File: src/rtl/display_scan_timer.sv
// display_scan_timer: MM:SS stopwatch driving a 4-digit multiplexed 7-segment display.
// clockDisplay and clock1s are slow square waves from the clock divider. They are treated
// as asynchronous data: synchronised, edge-detected and never used as clocks.
// SYNC_STAGES must be 2 or more.
module display_scan_timer #(
  parameter int SYNC_STAGES      = 2,
  parameter bit SEG_ACTIVE_LOW   = 1'b1,
  parameter bit DIGIT_ACTIVE_LOW = 1'b1
) (
  input  logic       clockPlaca,
  input  logic       reset,
  input  logic       clockDisplay,
  input  logic       clock1s,
  input  logic       run,
  input  logic       clear,
  output logic [6:0] segmentos,
  output logic       ponto,
  output logic [3:0] digito,
  output logic       overflow
);

  // Scan position doubles as the digit selector: su, st, mu, mt from right to left
  typedef enum logic [1:0] {
    SCAN_SU = 2'd0,
    SCAN_ST = 2'd1,
    SCAN_MU = 2'd2,
    SCAN_MT = 2'd3
  } scan_t;

  // Pin levels that leave every digit disabled and every segment dark
  localparam logic [3:0] DIGIT_OFF = {4{DIGIT_ACTIVE_LOW}};
  localparam logic [6:0] SEG_OFF   = {7{SEG_ACTIVE_LOW}};
  localparam logic       DOT_OFF   = SEG_ACTIVE_LOW;

  logic [SYNC_STAGES-1:0] disp_sync;
  logic [SYNC_STAGES-1:0] sec_sync;
  logic                   disp_prev;
  logic                   sec_prev;
  logic                   tick_disp;
  logic                   tick_sec;

  logic [3:0] su;
  logic [3:0] st;
  logic [3:0] mu;
  logic [3:0] mt;
  logic       blink;
  scan_t      scan_idx;

  logic [3:0] sel_digit;
  logic [6:0] seg_on;
  logic [3:0] dig_on;
  logic       dot_on;

  // Active-high {g,f,e,d,c,b,a} pattern for one BCD digit; anything above 9 stays dark
  function automatic logic [6:0] seg_decode(input logic [3:0] d);
    logic [6:0] p;
    case (d)
      4'd0:    p = 7'b0111111;
      4'd1:    p = 7'b0000110;
      4'd2:    p = 7'b1011011;
      4'd3:    p = 7'b1001111;
      4'd4:    p = 7'b1100110;
      4'd5:    p = 7'b1101101;
      4'd6:    p = 7'b1111101;
      4'd7:    p = 7'b0000111;
      4'd8:    p = 7'b1111111;
      4'd9:    p = 7'b1101111;
      default: p = 7'b0000000;
    endcase
    return p;
  endfunction

  // Synchronise both divider outputs and keep one extra flop of history for edge detection
  always_ff @(posedge clockPlaca) begin
    if (reset) begin
      disp_sync <= '0;
      sec_sync  <= '0;
      disp_prev <= 1'b0;
      sec_prev  <= 1'b0;
    end else begin
      disp_sync <= {disp_sync[SYNC_STAGES-2:0], clockDisplay};
      sec_sync  <= {sec_sync[SYNC_STAGES-2:0], clock1s};
      disp_prev <= disp_sync[SYNC_STAGES-1];
      sec_prev  <= sec_sync[SYNC_STAGES-1];
    end
  end

  assign tick_disp = disp_sync[SYNC_STAGES-1] & ~disp_prev;
  assign tick_sec  = sec_sync[SYNC_STAGES-1] & ~sec_prev;

  // BCD time counters with ripple carry; clear beats a coincident tick, overflow flags the wrap
  always_ff @(posedge clockPlaca) begin
    if (reset) begin
      su       <= 4'd0;
      st       <= 4'd0;
      mu       <= 4'd0;
      mt       <= 4'd0;
      blink    <= 1'b0;
      overflow <= 1'b0;
    end else begin
      overflow <= 1'b0;
      if (clear) begin
        su    <= 4'd0;
        st    <= 4'd0;
        mu    <= 4'd0;
        mt    <= 4'd0;
        blink <= 1'b0;
      end else if (tick_sec && run) begin
        blink <= ~blink;
        if (su == 4'd9) begin
          su <= 4'd0;
          if (st == 4'd5) begin
            st <= 4'd0;
            if (mu == 4'd9) begin
              mu <= 4'd0;
              if (mt == 4'd5) begin
                mt       <= 4'd0;
                overflow <= 1'b1;
              end else begin
                mt <= mt + 4'd1;
              end
            end else begin
              mu <= mu + 4'd1;
            end
          end else begin
            st <= st + 4'd1;
          end
        end else begin
          su <= su + 4'd1;
        end
      end
    end
  end

  // Scan pointer steps through the four digits on every display tick, regardless of run/clear
  always_ff @(posedge clockPlaca) begin
    if (reset) begin
      scan_idx <= SCAN_SU;
    end else if (tick_disp) begin
      scan_idx <= scan_t'(scan_idx + 2'd1);
    end
  end

  // Pick the digit under the scan pointer and build its active-high segment/enable/dot values
  always_comb begin
    sel_digit = su;
    dig_on    = 4'b0001;
    case (scan_idx)
      SCAN_SU: begin sel_digit = su; dig_on = 4'b0001; end
      SCAN_ST: begin sel_digit = st; dig_on = 4'b0010; end
      SCAN_MU: begin sel_digit = mu; dig_on = 4'b0100; end
      SCAN_MT: begin sel_digit = mt; dig_on = 4'b1000; end
      default: begin sel_digit = su; dig_on = 4'b0001; end
    endcase
    seg_on = seg_decode(sel_digit);
    dot_on = (scan_idx == SCAN_MU) && blink;
  end

  // Register the pins so they change one clock after the pointer or counters, glitch-free
  always_ff @(posedge clockPlaca) begin
    if (reset) begin
      digito    <= DIGIT_OFF;
      segmentos <= SEG_OFF;
      ponto     <= DOT_OFF;
    end else begin
      digito    <= dig_on ^ DIGIT_OFF;
      segmentos <= seg_on ^ SEG_OFF;
      ponto     <= dot_on ^ DOT_OFF;
    end
  end

endmodule

File: config.mk
export PLATFORM = sky130hd
export DESIGN_NAME = display_scan_timer
export DESIGN_NICKNAME = d
export VERILOG_FILES = /design/src/rtl/display_scan_timer.sv
export SDC_FILE = /design/constraint.sdc
export NUM_CORES = 1
export LEC_CHECK = 0
export ABC_AREA = 1
export CAP_MARGIN = 20
export CORE_MARGIN = 2
export CORE_UTILIZATION = 53
export CTS_BUF_LIST = sky130_fd_sc_hd__clkbuf_4 sky130_fd_sc_hd__clkbuf_8
export DETAILED_ROUTE_END_ITERATION = 6
export GPL_ROUTABILITY_DRIVEN = 0
export PLACE_DENSITY = 0.78
export SLEW_MARGIN = 20
export SYNTH_ARGS = -nofsm -noshare
export SYNTH_HDL_FRONTEND = slang
export SYNTH_SLANG_ARGS = --single-unit
File: constraint.sdc
create_clock -name clockPlaca -period 1.6 [get_ports clockPlaca]
set_input_delay 0.32 -clock clockPlaca [delete_from_list [all_inputs] [get_ports clockPlaca]]
set_output_delay 0.32 -clock clockPlaca [all_outputs]
set_load 0.02 [all_outputs]
==> reports/qor.yml <==
layout_setup_ws_ns: -0.168
overflow: 0
grt_max_degree: 14
grt_pass1_wl_mm: 7.25
dr.pass1.iters: 5
grt_util_all_layers: 0.227
power_mw: 2.24
initial_core_util: 0.560
antenna_left: 0
die_height_um: 63.6
num_rows: 21
cts_hold_buffers: 0
dr_total_vias: 1890
port_buffers: 18
finalWirelength_mm: 4.95
ir_drop_mv: 0.636
synthXorXnorAreaFrac: 0.00465
violations: "setup timing"
antenna_found_initial: 0
ctsHtreeMaxLevel: 2
final_util: 0.777
synth_fa_ha_area_frac: 0.0598
post_drt_via_cell_ratio: 5.34
final_cell_mix: "nand2_1, dfxtp_1, inv_1"
finalNonFillerCells: 354
num_antenna_cells: 0
slew_headroom: 0.716
area_delta_synth_final_pct: 38.8
core-area_mm2: 0.00336
ff2ff_setup_slack_ns: -0.17
reg2reg_depth: 11
yosys_warnings: 0
synth_mux_area_frac: 0
power.density_mw_per_mm2: 859
io_pins: 19
clock_latency_ns: 0.37
whs_ns: 0.412
setup_viol: 7
clk_pin_slew_ns: 0.12
yosysUniqueCellTypes: 25
synth-seq-area-share: 0.404
dp.cells: 339
syn_inst: 261
cp-start-kind: "flip-flop"
synth_area_per_cell_um2: 7.21
nets: 322
synth_nets: 276
dieArea_mm2: 0.00404
p_leak_nw: 1.05
fin_crit_ns: 1.77
synth_top_family_by_area: "simple AND/OR/NAND/NOR gates"
final_hold_viol_count: 0
drive_gt1_frac: 0.289
maxCapViolCount: 0
synth_simple_gate_area_frac: 0.356
critPathArrivalTime_ns: 2.01
drv_slew: 0
criticalPathCategory: "reg -> reg"
worst_pin_slew_ns: 0.426
wl_per_cell_um: 14.0
synth-compound-area-share: 0.0884
rsz0062_at_grt: "true"
endpoint: "segmentos[6]"
grt_pass1_vias: 1697
finalClockSkew_ns: 0.00760
crit_fanout: 5
outcome: "finished, violations left"
clkSinkCount: 38
r2r-end: "segmentos[6]"
critical_path_required_ns: 1.84
min_path_type: "reg -> reg"
dpl.hpwl_mm: 2.89
fillers: 240
synth_seq_cells: 38
layout_commonest_cell: "nand2_1"
drcViolationCount: 0
worstSetupStartpoint: "scan_idx[0]"
syn_area_mm2: 0.00188
drt_iter0_markers: 165
r2r_start: "scan_idx[0]"
max_freq_mhz: 566
clockBufferDepth: 2
finalCritPeriodShare: 1.10
cts_root_buf: "clkbuf_4"
end_kind: "flip-flop"
die-width_um: 63.6
cts_buffers: 5
cts_tree: "done"
state kept, by name, indices dropped and copies added (netlist names):
register,cells
sec_prev,1
segmentos,7
mt,4
su,4
disp_sync,2
mu,4
scan_idx,2
sec_sync,2
overflow,1
disp_prev,1
ponto,1
digito,4
st,4
blink,1
report_power, final:
part	internal (mW)	switching, mW
clock	0.488	0.358
combinational	0.174	0.230
sequential	0.980	0.0133
what timing repair did:
item                                   CTS  global route
cloned                                   0             0
buffers inserted                         3             4
setup endpoints to repair               18             9
gates resized for setup                 31            39
endpoints found under the hold margin    0             0
pin swaps                               11            13
logic make-up after synthesis:
kind of cell / count (synthesis)
AND/OR/NAND/NOR: 143
buffers and inverters: 40
flip-flops: 38
AO/OA/AOI/OAI: 30
adder cells (fa/ha/maj): 9
XOR/XNOR: 1
worst min-delay path by stage:
stage                start     endpoint  depth (start not counted)
2_1_floorplan        blink        ponto                          1
3_3_place_gp   sec_sync[0]  sec_sync[1]                          2
3_5_place_dp         blink        ponto                          1
4_1_cts        sec_sync[0]  sec_sync[1]                          2
5_1_grt        sec_sync[0]  sec_sync[1]                          2
6_report       sec_sync[0]  sec_sync[1]                          2
synthesized netlist by cell type (all sizes together):
cell type / number / area [µm²]
a21oi: 14 / 70.1
xor2: 1 / 8.76
or2: 1 / 8.76
o21bai: 1 / 7.51
nand3b: 1 / 7.51
ha: 9 / 113
nand4: 4 / 25.0
inv: 37 / 139
nor3: 4 / 25.0
clkbuf: 1 / 13.8
o22ai: 1 / 6.26
nand3: 24 / 133
buf: 2 / 10.0
a31oi: 1 / 6.26
nor2: 36 / 193
dfxtp: 38 / 761
nand2: 73 / 279
o21ai: 13 / 76.3
routing by layer:
layer | track usage | wire length [µm]
met5 | 0 | 0
met2 | 0.368 | 2470
met3 | 0.0607 | 303
met1 | 0.274 | 2000
met4 | 0.114 | 172
critical path: stages (launching register included):
cell,delay (ns)
dfxtp_4,0.41
inv_4,0.06
ha_4,0.18
nand2_2,0.09
nand2_2,0.08
o22ai_4,0.23
inv_2,0.10
ha_4,0.17
inv_2,0.05
nand3_2,0.11
nand3_1,0.10
nand3_1,0.07
through the flow:
stage / TNS [ns] / cell area, µm² / worst slack (ns)
after floorplan: 0 / 1890 / 0.00697
after CTS: -0.144 / 2440 / -0.0449
after detailed placement: -0.558 / 2250 / -0.114
final: -0.808 / 2610 / -0.168
after global routing: -1.20 / 2610 / -0.216
after global placement: -0.195 / 2250 / -0.0603
layout make-up:
class / instances / area, µm² / area share
multi-input cells: 183 / 1160 / 0.444
flip-flops and latches: 38 / 768 / 0.294
repair buffers: 42 / 372 / 0.142
inverters: 37 / 149 / 0.0570
clock inverters: 3 / 68.8 / 0.0263
well taps: 46 / 57.6 / 0.0220
clock buffers: 5 / 37.5 / 0.0144
Note: power is estimated with default switching activity, not from simulation.
